===== src/rtl/alignment_cigar_encoder.sv =====
// Walks a captured R/Q alignment one column per cycle, scores it with linear gaps and
// run-length encodes the column ops into a single-entry valid/ready CIGAR stream.
module alignment_cigar_encoder #(
    parameter int unsigned L           = 8,
    parameter int signed   MATCH_SC    = 2,
    parameter int signed   MISMATCH_SC = -1,
    parameter int signed   GAP_SC      = -2
) (
    input  logic             clk,
    input  logic             reset_n,
    input  logic             aln_valid,
    input  logic [3*L+5:0]   r_aligned,
    input  logic [3*L+5:0]   q_aligned,
    output logic             cigar_valid,
    input  logic             cigar_ready,
    output logic [1:0]       cigar_op,
    output logic [7:0]       cigar_len,
    output logic [9:0]       score,
    output logic             busy,
    output logic             done,
    output logic             malformed
);
    localparam int unsigned N    = L + 2;
    localparam int unsigned W    = 3 * N;
    localparam int unsigned ColW = $clog2(N);

    localparam logic [1:0] OpM = 2'b00;
    localparam logic [1:0] OpX = 2'b01;
    localparam logic [1:0] OpI = 2'b10;
    localparam logic [1:0] OpD = 2'b11;

    localparam logic [9:0] ScMatch    = 10'(MATCH_SC);
    localparam logic [9:0] ScMismatch = 10'(MISMATCH_SC);
    localparam logic [9:0] ScGap      = 10'(GAP_SC);

    typedef enum logic [1:0] {StIdle, StScan, StFlush, StDone} state_e;

    state_e            state_q, state_d;
    logic [W-1:0]      r_sh_q, r_sh_d, q_sh_q, q_sh_d;
    logic [ColW-1:0]   col_q, col_d;
    logic [1:0]        run_op_q, run_op_d;
    logic [7:0]        run_len_q, run_len_d;
    logic [9:0]        score_q, score_d;
    logic              malformed_q, malformed_d;
    logic              slot_valid_q, slot_valid_d;
    logic [1:0]        slot_op_q, slot_op_d;
    logic [7:0]        slot_len_q, slot_len_d;

    logic [2:0] r_sym, q_sym;
    logic       r_base, q_base, r_gap, q_gap, r_pad, q_pad;
    logic       col_skip, col_bad, extend, stall, slot_free;
    logic [1:0] col_op;
    logic [9:0] col_sc;

    // The vectors are shifted left so the column being processed is always at the top.
    always_comb begin
        r_sym  = r_sh_q[W-1 -: 3];
        q_sym  = q_sh_q[W-1 -: 3];
        r_base = (r_sym != 3'd0) && (r_sym <= 3'd4);
        q_base = (q_sym != 3'd0) && (q_sym <= 3'd4);
        r_gap  = (r_sym == 3'b111);
        q_gap  = (q_sym == 3'b111);
        r_pad  = !r_base && !r_gap;
        q_pad  = !q_base && !q_gap;

        col_skip = 1'b0;
        col_bad  = 1'b0;
        col_op   = OpM;
        if (r_pad || q_pad) begin
            col_skip = 1'b1;
            col_bad  = !(r_pad && q_pad);
        end else if (r_gap && q_gap) begin
            col_skip = 1'b1;
        end else if (r_gap) begin
            col_op = OpI;
        end else if (q_gap) begin
            col_op = OpD;
        end else if (r_sym == q_sym) begin
            col_op = OpM;
        end else begin
            col_op = OpX;
        end

        unique case (col_op)
            OpM:     col_sc = ScMatch;
            OpX:     col_sc = ScMismatch;
            default: col_sc = ScGap;
        endcase
    end

    always_comb begin
        state_d      = state_q;
        r_sh_d       = r_sh_q;
        q_sh_d       = q_sh_q;
        col_d        = col_q;
        run_op_d     = run_op_q;
        run_len_d    = run_len_q;
        score_d      = score_q;
        malformed_d  = malformed_q;
        slot_valid_d = slot_valid_q;
        slot_op_d    = slot_op_q;
        slot_len_d   = slot_len_q;

        // The slot may be reloaded in the same cycle its current entry is accepted.
        slot_free = !slot_valid_q || cigar_ready;
        extend    = !col_skip && (col_op == run_op_q) && (run_len_q != 8'hff);
        stall     = !col_skip && !extend && (run_len_q != 8'd0) && !slot_free;

        if (slot_valid_q && cigar_ready) begin
            slot_valid_d = 1'b0;
        end

        unique case (state_q)
            StIdle: begin
                if (aln_valid) begin
                    r_sh_d      = r_aligned;
                    q_sh_d      = q_aligned;
                    score_d     = '0;
                    malformed_d = 1'b0;
                    run_len_d   = '0;
                    col_d       = ColW'(N - 1);
                    state_d     = StScan;
                end
            end
            StScan: begin
                if (!stall) begin
                    r_sh_d = r_sh_q << 3;
                    q_sh_d = q_sh_q << 3;
                    col_d  = col_q - ColW'(1);
                    if (col_bad) begin
                        malformed_d = 1'b1;
                    end
                    if (!col_skip) begin
                        score_d = score_q + col_sc;
                        if (extend) begin
                            run_len_d = run_len_q + 8'd1;
                        end else begin
                            if (run_len_q != 8'd0) begin
                                slot_valid_d = 1'b1;
                                slot_op_d    = run_op_q;
                                slot_len_d   = run_len_q;
                            end
                            run_op_d  = col_op;
                            run_len_d = 8'd1;
                        end
                    end
                    if (col_q == '0) begin
                        state_d = StFlush;
                    end
                end
            end
            StFlush: begin
                if (run_len_q != 8'd0) begin
                    if (slot_free) begin
                        slot_valid_d = 1'b1;
                        slot_op_d    = run_op_q;
                        slot_len_d   = run_len_q;
                        run_len_d    = '0;
                    end
                end else if (!slot_valid_q) begin
                    state_d = StDone;
                end
            end
            StDone: begin
                state_d = StIdle;
            end
            default: begin
                state_d = StIdle;
            end
        endcase
    end

    always_ff @(posedge clk or negedge reset_n) begin
        if (!reset_n) begin
            state_q      <= StIdle;
            r_sh_q       <= '0;
            q_sh_q       <= '0;
            col_q        <= '0;
            run_op_q     <= OpM;
            run_len_q    <= '0;
            score_q      <= '0;
            malformed_q  <= 1'b0;
            slot_valid_q <= 1'b0;
            slot_op_q    <= OpM;
            slot_len_q   <= '0;
        end else begin
            state_q      <= state_d;
            r_sh_q       <= r_sh_d;
            q_sh_q       <= q_sh_d;
            col_q        <= col_d;
            run_op_q     <= run_op_d;
            run_len_q    <= run_len_d;
            score_q      <= score_d;
            malformed_q  <= malformed_d;
            slot_valid_q <= slot_valid_d;
            slot_op_q    <= slot_op_d;
            slot_len_q   <= slot_len_d;
        end
    end

    always_comb begin
        cigar_valid = slot_valid_q;
        cigar_op    = slot_op_q;
        cigar_len   = slot_len_q;
        score       = score_q;
        malformed   = malformed_q;
        busy        = (state_q != StIdle);
        done        = (state_q == StDone);
    end

endmodule


===== config.mk =====
export PLATFORM = sky130hd
export DESIGN_NAME = alignment_cigar_encoder
export DESIGN_NICKNAME = d
export VERILOG_FILES = /design/src/rtl/alignment_cigar_encoder.sv
export SDC_FILE = /design/constraint.sdc
export NUM_CORES = 1
export LEC_CHECK = 0
export ABC_AREA = 1
export CORE_MARGIN = 2
export CORE_UTILIZATION = 40
export DETAILED_ROUTE_END_ITERATION = 10
export PLACE_DENSITY = 0.59
export SLEW_MARGIN = 20
export SYNTH_ARGS = -nofsm -noshare
export SYNTH_HDL_FRONTEND = slang
export SYNTH_SLANG_ARGS = --single-unit

===== constraint.sdc =====
create_clock -name clk -period 4.7 [get_ports clk]
set_clock_uncertainty 0.2 [all_clocks]
set_input_delay 1.175 -clock clk [delete_from_list [all_inputs] [get_ports clk]]
set_output_delay 1.175 -clock clk [all_outputs]
set_load 0.02 [all_outputs]

==> results of run 1 <==
-- state kept, by name, summed over array words and instances (netlist names) --
signal	flops
cigar_len	8
cigar_op	2
cigar_valid	1
col_q	4
malformed	1
q_sh_q	30
r_sh_q	30
run_len_q	8
run_op_q	2
score	10
state_q	2
-- synthesized netlist by cell type (3+ instances only) --
cell,instances,area share
nand2_1,384,0.25
nand3_2,4,0.0069
nand3_1,17,0.015
a21oi_1,12,0.010
o21ai_0,21,0.018
nor2_1,15,0.0097
a211oi_1,3,0.0039
clkbuf_1,22,0.014
buf_6,9,0.017
xor2_1,12,0.018
inv_1,46,0.030
nor3_1,10,0.0086
nand4_1,77,0.083
buf_1,4,0.0026
xnor2_1,4,0.0060
or2_2,5,0.0054
dfrtp_1,98,0.42
ha_1,21,0.045
buf_2,11,0.0095
-- worst min-delay path: stages, from the launching register on --
cell	delay, ns
dfrtp_1	0.34
nand2_1	0.06
nand2_1	0.05
-- worst paths after layout --
check / to / slack [ns] / cells past startpoint
setup / recovery: q_sh_q[10]$_DFFE_PN0P_ / 1.02 / 17
setup reg to reg: q_sh_q[10]$_DFFE_PN0P_ / 1.02 / 17
max in group asynchronous: r_sh_q[29]$_DFFE_PN0P_ / 2.62 / 2
hold / removal: q_sh_q[16]$_DFFE_PN0P_ / 0.27 / 2
hold reg to reg: q_sh_q[16]$_DFFE_PN0P_ / 0.27 / 2
min in group asynchronous: score[2]$_DFFE_PN0P_ / 0.77 / 1
-- cell usage in the layout, fill, tap and decap left out, types with 2 or more instances in the layout --
master	netlist	layout
clkdlybuf4s50_1	0	86
clkinvlp_4	0	2
o31ai_1	2	2
nand2_1	384	384
inv_1	46	45
a211oi_1	3	3
clkbuf_8	0	4
clkbuf_16	0	9
or2_2	5	5
nand3_1	17	17
xnor2_1	4	4
nand4_1	77	77
xor2_1	12	12
a21oi_1	12	12
nand2_2	2	2
buf_4	0	8
nor2_1	15	15
nor2_4	2	2
ha_1	21	20
nand3_2	4	4
nor3_1	10	10
dfrtp_1	98	98
o21ai_0	21	21
inv_2	2	3
-- kinds of logic after synthesis --
kind of cell | count (synthesis) | share of synthesized area
buf+inv | 95 | 0.0754
fa+ha+maj | 21 | 0.0452
compound gates | 41 | 0.0398
simple gates | 523 | 0.393
xor+xnor | 16 | 0.0241
flops | 98 | 0.422
-- layout make-up --
type	count	area, um^2
Fill cell	1439	7330
Sequential cell	98	2450
Timing Repair Buffer	94	921
Clock buffer	13	280
Tap cell	184	230
Inverter	49	184
Multi-Input combinational cell	601	2920
Clock inverter	3	45.0
-- routing by layer --
layer  global-route usage  routed length [um]
met3               0.0447                 683
met4               0.0522                 148
met5                    0                   0
met2                0.298                6530
met1                0.251                6560
-- where the power goes --
group	switching, mW	internal, mW	leakage (nW)	total, mW
logic	1.66	0.899	2.20	2.56
clock network	0.320	0.471	0.154	0.791
registers	0.230	1.20	1.27	1.43
total	2.21	2.57	3.62	4.78
-- stage by stage --
stage | cell area (um^2) | hold slack [ns]
after floorplan | 5810 | 0.242
after global placement | 6710 | 0.254
after detailed placement | 6710 | 0.259
after CTS | 7030 | 0.276
after global routing | 7030 | 0.295
final | 7030 | 0.273
==> results.sh, run 1 <==
export IMPL_io_buffers=87
export IMPL_first_pass_iters=4
export IMPL_peakVddDrop_mv=0.429
export IMPL_fin_cells=1042
export IMPL_drt_total_wl_um=13900
export IMPL_cts_sinks=98
export IMPL_num_io_pins=88
export IMPL_synth_distinct_cells=34
export IMPL_cp_num_buf_inv=2
export IMPL_synthCells=794
export IMPL_crit_path_max_incr_delay_ns=0.68
export IMPL_htree_levels=3
export IMPL_rsz0062_at_grt="no"
export IMPL_synth_edf_count=0
export IMPL_setup_viol=0
export IMPL_path_delay_family="simple AND/OR/NAND/NOR gates"
export IMPL_grt_overflow=0
export IMPL_powerDensity_nw_per_um2=679
export IMPL_leakagePower_nw=3.62
export IMPL_cp_end_kind="flip-flop"
export IMPL_maxSlewViolCount=0
export IMPL_holdCritStartpoint="q_sh_q[16]$_DFFE_PN0P_"
export IMPL_holdCritPathClass="flip-flop to flip-flop"
export IMPL_worstPathCellList="nand2_1, nor2_1, nand3b_1, ha_1, inv_2, nor2_4, nand2_1, clkinv_1, nand2_2, nand2_1, nand3_2, nand3_2, nor2_2, nand2_2, nand3_4, nand2_1, nand2_1"
export IMPL_reg2reg_from="q_sh_q[29]$_DFFE_PN0P_"
export IMPL_viasPerCell=5.06
export IMPL_grt_first_pass_wirelength_um=24000
export IMPL_cp_startpoint="q_sh_q[29]$_DFFE_PN0P_"
export IMPL_status="finished clean"
export IMPL_cts_resized=0
export IMPL_cts_hold_buf=0
export IMPL_arrival_ns=3.72
export IMPL_die_width_um=125
export IMPL_initial_utilization=0.404
export IMPL_ys_seq_area_frac=0.422
export IMPL_drive_above_1_share=0.0524
export IMPL_timing_final_ws_setup_ns=1.02
export IMPL_cpMostUsedCell="nand2_1"
export IMPL_rows=44
export IMPL_cp_max_fo=63
export IMPL_grtUsageTotal=0.186
export IMPL_fp_dieArea_um2=15500
export IMPL_path_clk_slew_ns=0.07
export IMPL_antenna_cells=0
export IMPL_post_cts_buffers=0
export IMPL_min_period_over_period=0.782
export IMPL_worst_pin_slew_ns=0.926
export IMPL_clk_insertion_delay_late_ns=0.35
export IMPL_synth_seq_cells=98
export IMPL_cts_made_buffers=9
export IMPL_vias=5274
export IMPL_wire_per_inst_um=13.4
export IMPL_worstSetupStartpointType="flip-flop"
export IMPL_syn_nets=879
export IMPL_required_ns=4.74
export IMPL_crit_slowest_cell="nand3_4"
export IMPL_nets=938
export IMPL_cts_path_max_buffers=2
export IMPL_synthesis_area_um2=5810
export IMPL_final_antenna_net_count=0
export IMPL_synthArstFlopShare=1.00
export IMPL_grt_max_degree=74
export IMPL_timing_fmax_mhz=272
export IMPL_die_y_um=125
export IMPL_root_buffer="clkbuf_16"
export IMPL_ys_flop_type="dfrtp_1"
export IMPL_hold_viol=0
export IMPL_p_total_mw=4.78
export IMPL_dp_cells=1026
export IMPL_gp_congestion=0.839
export IMPL_tns_ns=0
export IMPL_drc=0
export IMPL_drv_cap=0
export IMPL_antenna_found_initial=0
export IMPL_dp_hpwl_um=9090
export IMPL_utilization=0.490
export IMPL_cts_tree="built"
export IMPL_relSlewSlack=0.383
export IMPL_postSynthAreaPerCell_um2=7.32
export IMPL_place_worst_setup_slack_ns=0.990
export IMPL_drtIter0Drc=350
export IMPL_yosysWarnings=0
export IMPL_fin_crit_ns=3.68
export IMPL_core_area_um2=14400
export IMPL_syn2layout_area_growth_pct=21.1
export IMPL_crit_type="flip-flop to flip-flop"
export IMPL_grt_pass1_vias=5052
Power figures use the tool's default switching activity.
==> inputs of run 2 (changes only) <==
==> constraint.sdc (replaced) <==
create_clock -name clk -period 3.8 [get_ports clk]
set_clock_uncertainty 0.2 [all_clocks]
set_input_delay 0.95 -clock clk [delete_from_list [all_inputs] [get_ports clk]]
set_output_delay 0.95 -clock clk [all_outputs]
set_load 0.02 [all_outputs]
==> results.sh, run 2 (same netlist as run 1, synthesis figures left out) <==
export IMPL_dpl_cell_area_um2=6730
export IMPL_root_buffer="clkbuf_16"
export IMPL_multi_input_area_um2=2930
export IMPL_rows=44
export IMPL_leakagePower_nw=3.63
export IMPL_cts_hold_buf=0
export IMPL_hold_viol=0
export IMPL_syn2layout_area_growth_pct=21.4
export IMPL_viasPerCell=5.08
export IMPL_cp_num_buf_inv=2
export IMPL_grt_first_pass_wirelength_um=24500
export IMPL_maxSlewViolCount=0
export IMPL_cts_made_buffers=9
export IMPL_seq_area_um2=2450
export IMPL_wl_met1_um=6750
export IMPL_grt_pass1_vias=5040
export IMPL_drc=0
export IMPL_cp_max_fo=43
export IMPL_relSlewSlack=0.453
export IMPL_io_buffers=87
export IMPL_worstSetupStartpointType="flip-flop"
export IMPL_grt_max_degree=64
export IMPL_num_io_pins=88
export IMPL_drtIter0Drc=384
export IMPL_vias=5301
export IMPL_antenna_cells=0
export IMPL_powerDensity_nw_per_um2=847
export IMPL_wire_per_inst_um=13.7
export IMPL_fin_cells=1043
export IMPL_required_ns=3.85
export IMPL_status="finished clean"
export IMPL_grtUsageTotal=0.190
export IMPL_die_width_um=125
export IMPL_crit_slowest_cell="dfrtp_1"
export IMPL_hold_depth=2
export IMPL_holdCritPathClass="flip-flop to flip-flop"
export IMPL_crit_path_max_incr_delay_ns=0.43
export IMPL_wl_met3_um=618
export IMPL_core_area_um2=14400
export IMPL_drv_cap=0
export IMPL_worstPathCellList="nand2_1, nor2_1, nand3b_1, ha_1, inv_2, nor2_4, nand3_1, a21oi_1, nand3_2, nand3_2, nor2_2, nand2_2, buf_4, nand3_1, nand2_1, nand2_1"
export IMPL_dp_hpwl_um=9390
export IMPL_antenna_found_initial=0
export IMPL_rsz0062_at_grt="no"
export IMPL_fin_crit_ns=3.37
export IMPL_cts_path_max_buffers=2
export IMPL_grt_overflow=0
export IMPL_r2r_worst_path_cells=16
export IMPL_worst_pin_slew_ns=0.821
export IMPL_cpMostUsedCell="nand2_1"
export IMPL_peakVddDrop_mv=0.398
export IMPL_min_period_over_period=0.887
export IMPL_fin_area_um2=7050
export IMPL_path_depth=16
export IMPL_die_y_um=125
export IMPL_whs_ns=0.268
export IMPL_layout_common_cells="nand2_1, dfrtp_1, clkdlybuf4s50_1, nand4_1, inv_1"
export IMPL_nets=939
export IMPL_htree_levels=3
export IMPL_timing_fmax_mhz=297
export IMPL_tns_ns=0
export IMPL_cp_end_kind="flip-flop"
export IMPL_maxUsedRoutingLayer="met4"
export IMPL_arrival_ns=3.42
export IMPL_nFillCells=1443
export IMPL_setup_viol=0
export IMPL_path_clk_slew_ns=0.07
export IMPL_crit_type="flip-flop to flip-flop"
export IMPL_initial_utilization=0.404
export IMPL_layout_commonest_cell="nand2_1"
export IMPL_p_total_mw=5.97
export IMPL_cts_sinks=98
export IMPL_final_antenna_net_count=0
export IMPL_cts_tree="built"
export IMPL_path_delay_family="simple AND/OR/NAND/NOR gates"
export IMPL_first_pass_iters=5
export IMPL_drive_above_1_share=0.0524
export IMPL_clk_insertion_delay_late_ns=0.36
export IMPL_fp_dieArea_um2=15500
export IMPL_dp_cells=1027
export IMPL_route_met2_wl_um=6690
export IMPL_drt_total_wl_um=14300
export IMPL_gp_congestion=0.856
## run 2: report_power, final
| part | switching (mW) | internal [mW] |
|---|---|---|
| clock network | 0.407 | 0.597 |
| registers | 0.286 | 1.48 |
| logic | 2.08 | 1.12 |
## run 2: through the flow
| step | util | worst slack (ns) |
|---|---|---|
| 6_report | 0.491 | 0.428 |
| 5_1_grt | 0.491 | 0.0599 |
| 4_1_cts | 0.491 | 0.292 |
| 3_5_place_dp | 0.468 | 0.309 |
| 3_3_place_gp | 0.468 | 0.508 |
| 2_1_floorplan | - | 0.734 |
## run 2: timing repair
item,4_1_cts,5_1_grt
gates resized for setup,0,1
setup endpoints to repair,0,1
setup buffers,0,0
endpoints found under the hold margin,0,0
## run 2: final timing paths
| kind | from | to | slack (ns) |
|---|---|---|---|
| setup / recovery | q_sh_q[29]$_DFFE_PN0P_ | run_len_q[5]$_DFFE_PN0P_ | 0.43 |
| min in group asynchronous | reset_n | score[2]$_DFFE_PN0P_ | 0.47 |
| hold reg to reg | r_sh_q[14]$_DFFE_PN0P_ | r_sh_q[14]$_DFFE_PN0P_ | 0.27 |
| setup reg to reg | q_sh_q[29]$_DFFE_PN0P_ | run_len_q[5]$_DFFE_PN0P_ | 0.43 |
| max in group asynchronous | reset_n | run_len_q[0]$_DFFE_PN0P_ | 2.26 |
| hold / removal | r_sh_q[14]$_DFFE_PN0P_ | r_sh_q[14]$_DFFE_PN0P_ | 0.27 |
## run 2: area by class of cell
| cell class | instances | share of cell area |
|---|---|---|
| Inverter | 49 | 0.0261 |
| Timing Repair Buffer | 95 | 0.133 |
| Multi-Input combinational cell | 601 | 0.415 |
| Clock inverter | 4 | 0.0105 |
| Clock buffer | 12 | 0.0349 |
| Sequential cell | 98 | 0.348 |
| Tap cell | 184 | 0.0326 |
## run 2: routing by layer
metal,GRT usage,vias to the layer above
li1,-,2695
met1,0.252,2467
met2,0.307,123
met3,0.0494,16
met4,0.0542,0
met5,0,-
## run 2: worst reg2reg max path, cell delays in order (launching register included)
cell      delay (ns)
dfrtp_1         0.43
nand2_1         0.10
nor2_1          0.14
nand3b_1        0.13
ha_1            0.20
inv_2           0.06
nor2_4          0.17
nand3_1         0.11
a21oi_1         0.16
nand3_2         0.25
nand3_2         0.16
nor2_2          0.04
nand2_2         0.12
buf_4           0.42
nand3_1         0.36
nand2_1         0.16
nand2_1         0.06
==> inputs of run 3 (changes only) <==
--- a/config.mk
+++ b/config.mk
@@ -9,6 +9,7 @@
 export CORE_MARGIN = 2
 export CORE_UTILIZATION = 40
 export DETAILED_ROUTE_END_ITERATION = 10
+export GPL_ROUTABILITY_DRIVEN = 0
 export PLACE_DENSITY = 0.59
 export SLEW_MARGIN = 20
 export SYNTH_ARGS = -nofsm -noshare
==> constraint.sdc (replaced) <==
create_clock -name clk -period 3.2 [get_ports clk]
set_clock_uncertainty 0.2 [all_clocks]
set_input_delay 0.8 -clock clk [delete_from_list [all_inputs] [get_ports clk]]
set_output_delay 0.8 -clock clk [all_outputs]
set_load 0.02 [all_outputs]
==> results.sh, run 3 (same netlist as run 1, synthesis figures left out) <==
export IMPL_cts_path_max_buffers=2
export IMPL_die_y_um=125
export IMPL_whs_ns=0.240
export IMPL_min_period_over_period=0.956
export IMPL_fin_crit_ns=3.06
export IMPL_powerDensity_nw_per_um2=1030
export IMPL_clk_insertion_delay_late_ns=0.35
export IMPL_drive_above_1_share=0.0930
export IMPL_fp_dieArea_um2=15500
export IMPL_netSwitchingFraction=0.467
export IMPL_grt_pass1_vias=5157
export IMPL_peakVddDrop_mv=0.481
export IMPL_drtIter0Drc=433
export IMPL_power_frac_seq=0.282
export IMPL_setup_viol=0
export IMPL_core_area_um2=14400
export IMPL_dp_cells=1037
export IMPL_path_clk_slew_ns=0.07
export IMPL_cts_sinks=98
export IMPL_cp_max_fo=8
export IMPL_drv_cap=0
export IMPL_cts_hold_buf=0
export IMPL_leakagePower_nw=3.70
export IMPL_die_width_um=125
export IMPL_final_antenna_net_count=0
export IMPL_crit_slowest_cell="clkdlybuf4s50_1"
export IMPL_grt_max_degree=64
export IMPL_initial_utilization=0.404
export IMPL_status="finished clean"
export IMPL_p_clk_frac=0.152
export IMPL_r2r_worst_path_cells=20
export IMPL_first_pass_iters=5
export IMPL_required_ns=2.20
export IMPL_wire_per_inst_um=14.3
export IMPL_combPwrFrac=0.566
export IMPL_layout_common_cells="nand2_1, dfrtp_1, clkdlybuf4s50_1, nand4_1, inv_1"
export IMPL_htree_levels=3
export IMPL_rows=44
export IMPL_cp_num_buf_inv=3
export IMPL_cts_tree="built"
export IMPL_path_depth=4
export IMPL_p_int_mw=4.02
export IMPL_dp_hpwl_um=9800
export IMPL_grtUsageTotal=0.196
export IMPL_syn2layout_area_growth_pct=26.0
export IMPL_root_buffer="clkbuf_16"
export IMPL_cts_made_buffers=9
export IMPL_arrival_ns=2.06
export IMPL_antenna_cells=0
export IMPL_cp_end_kind="output port"
export IMPL_p_sw_mw=3.53
export IMPL_fin_cells=1055
export IMPL_crit_type="flip-flop to output port"
export IMPL_drc=0
export IMPL_antenna_found_initial=0
export IMPL_drt_total_wl_um=15100
export IMPL_viasPerCell=5.18
export IMPL_holdCritPathClass="input pin to async pin"
export IMPL_vias=5462
export IMPL_relSlewSlack=0.581
export IMPL_layout_commonest_cell="nand2_1"
export IMPL_path_delay_family="buffers and inverters"
export IMPL_worst_pin_slew_ns=0.629
export IMPL_grt_overflow=0
export IMPL_hold_viol=0
export IMPL_worstSetupStartpointType="flip-flop"
export IMPL_utilization=0.509
export IMPL_nFillCells=1404
export IMPL_maxSlewViolCount=0
export IMPL_io_buffers=87
export IMPL_num_io_pins=88
export IMPL_nets=951
export IMPL_cpMostUsedCell="inv_1"
export IMPL_timing_fmax_mhz=327
export IMPL_crit_path_max_incr_delay_ns=0.58
export IMPL_p_total_mw=7.54
export IMPL_grt_first_pass_wirelength_um=25600
export IMPL_worstPathCellList="inv_1, ha_1, inv_1, clkdlybuf4s50_1"
==> run 3: cell types whose count changed in the layout (fill, tap and decap cells not counted), sizes merged <==
cell and change:
bufinv -1, buf +12, clkinv +2, clkbuf -1
==> run 3: per-layer routing <==
layer  vias up  part of all wire  GRT usage
li1       2712                 -          -
met1      2591              0.45      0.270
met2       144              0.49      0.320
met3        15             0.047     0.0447
met4         0             0.010     0.0364
met5         -                 0          0
==> run 3: final cells by class <==
cell class                 count  area (um^2)  share of cell area
tap                          184          230              0.0315
clock buffer                  11          253              0.0345
timing repair buffer         107         1060               0.145
multi-input combinational    601         3080               0.420
sequential                    98         2450               0.335
clock inverter                 5         61.3             0.00838
inverter                      49          184              0.0251
==> run 3: power by group through the flow <==
stage,combinational (mW),sequential (mW),clock (mW)
floorplan,2.87,2.14,0
detailed placement,3.98,2.12,0
global placement,3.88,2.09,0
global route,4.83,2.20,1.22
finish,4.27,2.13,1.14
CTS,4.00,2.10,1.18
==> run 3: what timing repair did <==
item	CTS	global route
pin swaps	0	4
resized for setup	1	31
cloned	0	0
setup endpoints to repair	1	16
buffers inserted	0	2
==> run 3: worst register-to-register path: cells and delay by family (launching register included) <==
family	cells	cell delay (ns)
and+or+nand+nor	13	1.26
adders and majority gates	2	0.50
DFF	1	0.45
buffers and inverters	4	0.39
xor gates and xnor gates	1	0.15
==> run 3: worst paths after layout <==
path                                           to  slack, ns                   start
max in group asynchronous  q_sh_q[28]$_DFFE_PN0P_       1.85                 reset_n
min                          score[0]$_DFFE_PN0P_       0.24                 reset_n
min reg2reg                q_sh_q[23]$_DFFE_PN0P_       0.27  q_sh_q[23]$_DFFE_PN0P_
max                                          busy       0.14  state_q[1]$_DFFE_PN0P_
min in group clk           q_sh_q[23]$_DFFE_PN0P_       0.27  q_sh_q[23]$_DFFE_PN0P_
max reg2reg                  score[9]$_DFFE_PN0P_       0.15  q_sh_q[28]$_DFFE_PN0P_
==> run 3: metrics by stage <==
| step | cell area (um^2) | TNS, ns | worst slack (ns) |
|---|---|---|---|
| 2_1_floorplan | 5810 | 0 | 0.134 |
| 3_3_place_gp | 6830 | 0 | 0.124 |
| 3_5_place_dp | 6830 | 0 | 0.0291 |
| 4_1_cts | 7150 | 0 | 0.0374 |
| 5_1_grt | 7320 | -0.208 | -0.101 |
| 6_report | 7320 | 0 | 0.140 |
